===== config.mk =====
export PLATFORM = sky130hd
export DESIGN_NAME = signalled_sender
export DESIGN_NICKNAME = d
export VERILOG_FILES = /design/src/rtl/signalled_sender_pkg.sv /design/src/rtl/axis_skid_buffer.sv /design/src/rtl/signalled_sender.sv
export SDC_FILE = /design/constraint.sdc
export NUM_CORES = 1
export LEC_CHECK = 0
export ABC_AREA = 1
export CORE_ASPECT_RATIO = 0.7
export CORE_MARGIN = 1
export CORE_UTILIZATION = 40
export DETAILED_ROUTE_END_ITERATION = 8
export GPL_TIMING_DRIVEN = 0
export SETUP_SLACK_MARGIN = 0.05
export SLEW_MARGIN = 20
export SYNTH_ARGS = -nofsm -noshare
export SYNTH_HDL_FRONTEND = slang
export SYNTH_HIERARCHICAL = 1
export SYNTH_SLANG_ARGS = --single-unit

===== constraint.sdc =====
create_clock -name clk_i -period 7.3 [get_ports clk_i]
set_input_delay 1.095 -clock clk_i [delete_from_list [all_inputs] [get_ports clk_i]]
set_output_delay 1.095 -clock clk_i [all_outputs]
set_load 0.02 [all_outputs]

===== src/rtl/signalled_sender_pkg.sv =====
// ---------------------------------------------------------------------------
// signalled_sender_pkg
//   Shared router types: the AXI-Stream beat structs carried between the
//   crossbar, the egress sender and the downstream signalled queue, and the
//   sender FSM state encoding.
// ---------------------------------------------------------------------------
package signalled_sender_pkg;

    localparam int AXIS_DATA_WIDTH = 40;
    localparam int ID_WIDTH        = 4;
    localparam int DEST_WIDTH      = 4;
    localparam int USER_WIDTH      = 4;

    typedef logic [AXIS_DATA_WIDTH-1:0] axis_data_t;

    // Forward-going beat: valid plus payload sidebands.
    typedef struct packed {
        logic                  TVALID;
        axis_data_t            TDATA;
        logic                  TLAST;
        logic [ID_WIDTH-1:0]   TID;
        logic [DEST_WIDTH-1:0] TDEST;
        logic [USER_WIDTH-1:0] TUSER;
    } axis_mosi_t;

    // Backward-going flow control.
    typedef struct packed {
        logic TREADY;
    } axis_miso_t;

    typedef enum logic [1:0] {
        IDLE     = 2'd0,
        SEND     = 2'd1,
        THROTTLE = 2'd2,
        STALL    = 2'd3
    } sender_state_e;

endpackage


===== src/rtl/axis_skid_buffer.sv =====
// ---------------------------------------------------------------------------
// axis_skid_buffer
//   Two-entry AXI-Stream FIFO with a registered TREADY. The consumer pops the
//   head explicitly, so the same buffer can feed any issue policy.
//
//   clk_i     in   clock
//   rst_n_i   in   asynchronous active-low reset
//   s_mosi_i  in   incoming beats
//   s_miso_o  out  registered TREADY (high while fewer than two entries held)
//   pop_i     in   consume the head this cycle (only while head_o.TVALID)
//   head_o    out  oldest entry; TVALID flags a non-empty buffer
// ---------------------------------------------------------------------------
module axis_skid_buffer
    import signalled_sender_pkg::*;
(
    input  logic       clk_i,
    input  logic       rst_n_i,
    input  axis_mosi_t s_mosi_i,
    output axis_miso_t s_miso_o,
    input  logic       pop_i,
    output axis_mosi_t head_o
);

    axis_mosi_t mem [2];
    logic       wr_ptr;
    logic       rd_ptr;
    logic [1:0] occ;
    logic [1:0] occ_next;
    logic       push;

    assign push = s_mosi_i.TVALID && s_miso_o.TREADY;

    // Simultaneous push and pop leave occupancy, and so TREADY, unchanged.
    always_comb begin
        occ_next = occ;
        case ({push, pop_i})
            2'b10:   occ_next = occ + 2'd1;
            2'b01:   occ_next = occ - 2'd1;
            default: occ_next = occ;
        endcase
    end

    always_ff @(posedge clk_i or negedge rst_n_i) begin
        if (!rst_n_i) begin
            wr_ptr          <= 1'b0;
            rd_ptr          <= 1'b0;
            occ             <= 2'd0;
            s_miso_o.TREADY <= 1'b1;
        end else begin
            if (push)  wr_ptr <= ~wr_ptr;
            if (pop_i) rd_ptr <= ~rd_ptr;
            occ             <= occ_next;
            s_miso_o.TREADY <= (occ_next < 2'd2);
        end
    end

    // Storage is qualified by the pointers, so it needs no reset.
    always_ff @(posedge clk_i) begin
        if (push) mem[wr_ptr] <= s_mosi_i;
    end

    always_comb begin
        head_o        = mem[rd_ptr];
        head_o.TVALID = (occ != 2'd0);
    end

endmodule


===== src/rtl/signalled_sender.sv =====
// ---------------------------------------------------------------------------
// signalled_sender
//   Egress transmitter feeding a downstream signalled queue. Beats from the
//   local crossbar pass through a two-entry skid buffer into a registered
//   output stage; issue into that stage is paced by the remote queue status
//   (full stalls, half-full throttles, otherwise free-running).
//
//   clk_i               in   clock
//   rst_n_i             in   asynchronous active-low reset
//   in_mosi_i           in   beats from the crossbar
//   in_miso_o           out  registered TREADY toward the crossbar
//   out_mosi_o          out  registered link beat toward the remote queue
//   out_miso_i          in   TREADY from the remote queue
//   remote_empty_i      in   remote queue empty
//   remote_half_full_i  in   remote queue more than half full
//   remote_full_i       in   remote queue full
//   sent_count_o        out  completed output handshakes (wrapping)
//   stall_cycles_o      out  STALL cycles with a beat held (saturating)
// ---------------------------------------------------------------------------
module signalled_sender
    import signalled_sender_pkg::*;
#(
    parameter int THROTTLE_GAP = 4,
    parameter int CNT_WIDTH    = 16
) (
    input  logic                 clk_i,
    input  logic                 rst_n_i,
    input  axis_mosi_t           in_mosi_i,
    output axis_miso_t           in_miso_o,
    output axis_mosi_t           out_mosi_o,
    input  axis_miso_t           out_miso_i,
    input  logic                 remote_empty_i,
    input  logic                 remote_half_full_i,
    input  logic                 remote_full_i,
    output logic [CNT_WIDTH-1:0] sent_count_o,
    output logic [CNT_WIDTH-1:0] stall_cycles_o
);

    localparam int               GAP_W      = $clog2(THROTTLE_GAP) + 1;
    localparam logic [GAP_W-1:0] GAP_RELOAD = GAP_W'(THROTTLE_GAP - 1);

    axis_mosi_t       head;
    logic             load;
    logic             in_fire;
    logic             out_fire;
    logic             pending;
    logic             issue_ok;
    sender_state_e    state;
    sender_state_e    state_next;
    logic [GAP_W-1:0] gap_cnt;

    axis_skid_buffer u_skid (
        .clk_i    (clk_i),
        .rst_n_i  (rst_n_i),
        .s_mosi_i (in_mosi_i),
        .s_miso_o (in_miso_o),
        .pop_i    (load),
        .head_o   (head)
    );

    assign in_fire  = in_mosi_i.TVALID && in_miso_o.TREADY;
    assign out_fire = out_mosi_o.TVALID && out_miso_i.TREADY;
    assign pending  = head.TVALID || out_mosi_o.TVALID || in_fire;

    // Status priority: full over half-full over empty/none.
    always_comb begin
        casez ({remote_full_i, remote_half_full_i, remote_empty_i})
            3'b1??:  state_next = STALL;
            3'b01?:  state_next = THROTTLE;
            default: state_next = pending ? SEND : IDLE;
        endcase
    end

    // The output stage adds one cycle between load and handshake, so while
    // throttled the next beat is loaded when gap_cnt reaches 1 (ready to
    // complete as the gap expires), or at 0 if the stage is already empty.
    // Loading at 0 while a beat is still presented would pair handshakes.
    always_comb begin
        issue_ok = 1'b0;
        case (state)
            IDLE, SEND: issue_ok = 1'b1;
            THROTTLE:   issue_ok = (THROTTLE_GAP == 1) ||
                                   (gap_cnt == GAP_W'(1)) ||
                                   ((gap_cnt == '0) && !out_mosi_o.TVALID);
            default:    issue_ok = 1'b0;
        endcase
    end

    assign load = (!out_mosi_o.TVALID || out_fire) && head.TVALID && issue_ok;

    always_ff @(posedge clk_i or negedge rst_n_i) begin
        if (!rst_n_i) begin
            state <= IDLE;
        end else begin
            state <= state_next;
        end
    end

    // A presented beat stays until its handshake, whatever the status does.
    always_ff @(posedge clk_i or negedge rst_n_i) begin
        if (!rst_n_i) begin
            out_mosi_o <= '0;
        end else if (load) begin
            out_mosi_o <= head;
        end else if (out_fire) begin
            out_mosi_o.TVALID <= 1'b0;
        end
    end

    always_ff @(posedge clk_i or negedge rst_n_i) begin
        if (!rst_n_i) begin
            gap_cnt <= '0;
        end else if (state_next == SEND || state_next == IDLE) begin
            gap_cnt <= '0;
        end else if (state == THROTTLE && out_fire) begin
            gap_cnt <= GAP_RELOAD;
        end else if (gap_cnt != '0) begin
            gap_cnt <= gap_cnt - 1'b1;
        end
    end

    always_ff @(posedge clk_i or negedge rst_n_i) begin
        if (!rst_n_i) begin
            sent_count_o   <= '0;
            stall_cycles_o <= '0;
        end else begin
            if (out_fire) sent_count_o <= sent_count_o + 1'b1;
            if (state == STALL && (head.TVALID || out_mosi_o.TVALID) &&
                stall_cycles_o != '1)
                stall_cycles_o <= stall_cycles_o + 1'b1;
        end
    end

endmodule


==> summary.md <==
| Metric | Value |
|---|---|
| CTS tree | `done` |
| Hold_buf cts | `0` |
| Fin nets | `924` |
| WP data arrival | `3290 ps` |
| Clk root buf | `clkbuf_16` |
| Switching Fraction | `33.15%` |
| Die area | `21,530 um2` |
| Commonest non-fill, non-tap cell in the layout | `nand2_1` |
| Post-Syn Area | `8374 um2` |
| Global route total overflow | `0` |
| Via/cell ratio | `4.726` |
| WHS | `476.3 ps` |
| Seq/Total Area, Yosys | `66.71%` |
| DRT antenna net count | `0` |
| Clock latency on the worst-skew pair | `500 ps` |
| Gate count after technology mapping | `685` |
| Vias in the first global route | `5,391` |
| Slew Limit Fails | `0` |
| Count of final hold-check violations | `0` |
| Syn Nets | `751` |
| Drt wl/cell | `15.38 um` |
| DR top layer | `met5` |
| # port buffers | `145` |
| Hold Path Class | `flop to flop` |
| Yosys reg bits | `202` |
| CP required | `7670 ps` |
| Final setup fails | `0` |
| Post-synth top flop | `edfxtp_1` |
| Fin crit share | `39.95%` |
| Die X | `174.9 um` |
| Clk pwr share | `23.8%` |
| Async set-reset flop share out of synthesis | `47.52%` |
| Depth of the CTS H-tree | `1` |
| Placed Area | `10,290 um2` |
| Critical Path Fanout Max | `11` |
| GRT Resource Usage Total | `16.47%` |
| Clock period minus worst slack | `2916 ps` |
| Outcome | `finished clean` |
| GP Congestion | `0.7978` |
| Total Wirelength | `17,580 um` |
| Largest net degree at the start of global routing | `52` |
| WL met3 | `1308 um` |
| Power Dens Cells | `395.4 nW/um2` |
| CTS sink count | `202` |
| Drt drc | `0` |
| Post-CTS Setup Bufs | `0` |
| RSZ-0062 raised after global routing | `no` |
| Critical path class | `primary input to flop` |
| DR vias | `5,402` |
| Setup crit start kind | `primary input` |
| CP Capture Type | `flop` |
| Design Area, Final | `10,940 um2` |
| WL met2 | `7806 um` |
| Max clock buf depth | `3` |
| Overall die height | `123.1 um` |
| Slew HR | `65.72%` |
| First-pass DRT Iterations | `4` |
| Pint | `2893 uW` |
| Final clock skew | `15.17 ps` |
| Switching power | `1434 uW` |
| VDD IR-drop max | `0.2330 mV` |
| Combinational share of power | `36.7%` |
| Leakage | `0.004704 uW` |
| Number of DRC markers in iteration 0 | `348` |
| Detailed Place HPWL | `11,990 um` |
| Sequential power share | `39.5%` |
| Final core utilization | `54.25%` |
| Avg Inst Size Synth | `12.23 um2` |
| Area growth from synthesis to layout | `30.69%` |
| Core footprint | `20,180 um2` |
| Layout cell share with drive strength beyond 1 | `13.75%` |
| Met1 wire length | `8091 um` |
| Resized cells post-CTS | `0` |
| I/O pin total | `147` |
| Peak Freq | `0.3429 GHz` |
| First-pass GRT wire length | `27,950 um` |
| Number of flops mapped to enable cells by yosys | `106` |
| Distinct cells, synth | `34` |
| Max-Cap Viols | `0` |
| ANT cells | `0` |
| Yosys warns | `6` |
| Worst slew pin tran | `514.1 ps` |
| Initial antenna violation count | `1` |
| Clock-pin slew on the worst setup and hold paths | `70 ps` |
| Commonest non-fill, non-tap cells in the layout | `nand2_1 (266), clkdlybuf4s50_1 (144), edfxtp_1 (106)` |
| Setup TNS Final | `0 ps` |
| Initial Util | `41.51%` |
| TritonCTS Buffers | `21` |
| Cell Rows | `43` |
state kept, by name (all words and copies together) (netlist names), named ones only:
name             count
u_skid/occ           1
u_skid/wr_ptr        1
out_mosi_o          54
u_skid/s_miso_o      1
stall_cycles_o      16
gap_cnt              3
sent_count_o        16
state                2
u_skid/mem         106
u_skid/rd_ptr        1
cell usage after synthesis (2+ instances only):
cell type | instances | area, um2
a21oi_1 | 4 | 20.02
a31oi_1 | 2 | 12.51
buf_1 | 4 | 15.01
buf_12 | 5 | 100.1
buf_2 | 6 | 30.03
dfrtp_1 | 95 | 2377
edfxtp_1 | 106 | 3183
ha_1 | 6 | 75.07
inv_1 | 36 | 135.1
inv_2 | 3 | 11.26
mux2_2 | 4 | 45.04
mux2_4 | 49 | 735.7
nand2_1 | 266 | 998.5
nand2_2 | 2 | 12.51
nand2_4 | 2 | 22.52
nand3_1 | 13 | 65.06
nand3b_1 | 2 | 15.01
nand4_1 | 8 | 50.05
nor2_1 | 28 | 105.1
nor2_2 | 3 | 18.77
nor3_1 | 2 | 10.01
o21ai_0 | 8 | 40.04
o21ai_1 | 2 | 10.01
xnor2_1 | 12 | 105.1
xor2_1 | 8 | 70.07
final timing paths:
check	from	depth (start not counted)	slack, ps	endpoint
max in group asynchronous	rst_n_i	2	6130	out_mosi_o[7]
hold reg to reg	out_mosi_o[43]	2	480	out_mosi_o[43]
min in group asynchronous	rst_n_i	1	540	stall_cycles_o[1]
setup reg to reg	gap_cnt[0]	13	4650	flop
setup / recovery	out_miso_i	11	4380	flop
hold / removal	out_mosi_o[43]	2	480	out_mosi_o[43]
cells by family after synthesis:
logic type	synth area share [%]
buf+inv	3.795
compound gates	1.091
xor+xnor	2.092
simple gates	16.09
flops	66.71
fa+ha+maj	0.8964
mux	9.323
power groups by stage:
stage | logic [uW] | registers [uW] | clock network, uW
after global routing | 1730 | 1740 | 1100
after CTS | 1620 | 1710 | 1050
final | 1590 | 1710 | 1030
after floorplan | 789 | 1900 | 0
after detailed placement | 1610 | 1730 | 0
after global placement | 1530 | 1740 | 0
critical path: stages:
cell,delay [ps]
clkdlybuf4s50_1,560
o21ai_1,100
a21oi_1,150
nand2_2,220
inv_2,240
buf_2,300
ha_1,300
inv_1,90
nand3_1,80
nand2_1,80
nand2_1,70
routing by layer:
layer / global-route usage (%) / up-vias
met5: 0 / -
met3: 4.520 / 30
li1: - / 2611
met4: 4.239 / 2
met2: 25.74 / 171
met1: 22.77 / 2588
cell type report:
type	instances	area (um2)
fill	1702	9231
sequential	202	5587
multi-input combinational	427	2485
timing repair buffer	150	1560
clock buffer	23	533.0
tap	270	337.8
buffer	17	171.4
inverter	39	146.4
clock inverter	15	123.9
through the flow:
step	instances	power (uW)	setup slack [ps]
floorplan	685	2687	3404
global placement	1100	3269	1163
detailed placement	1105	3335	3882
CTS	1143	4383	4387
global route	1143	4567	4176
finish	1143	4328	4384
(Power assumes the default switching activity.)
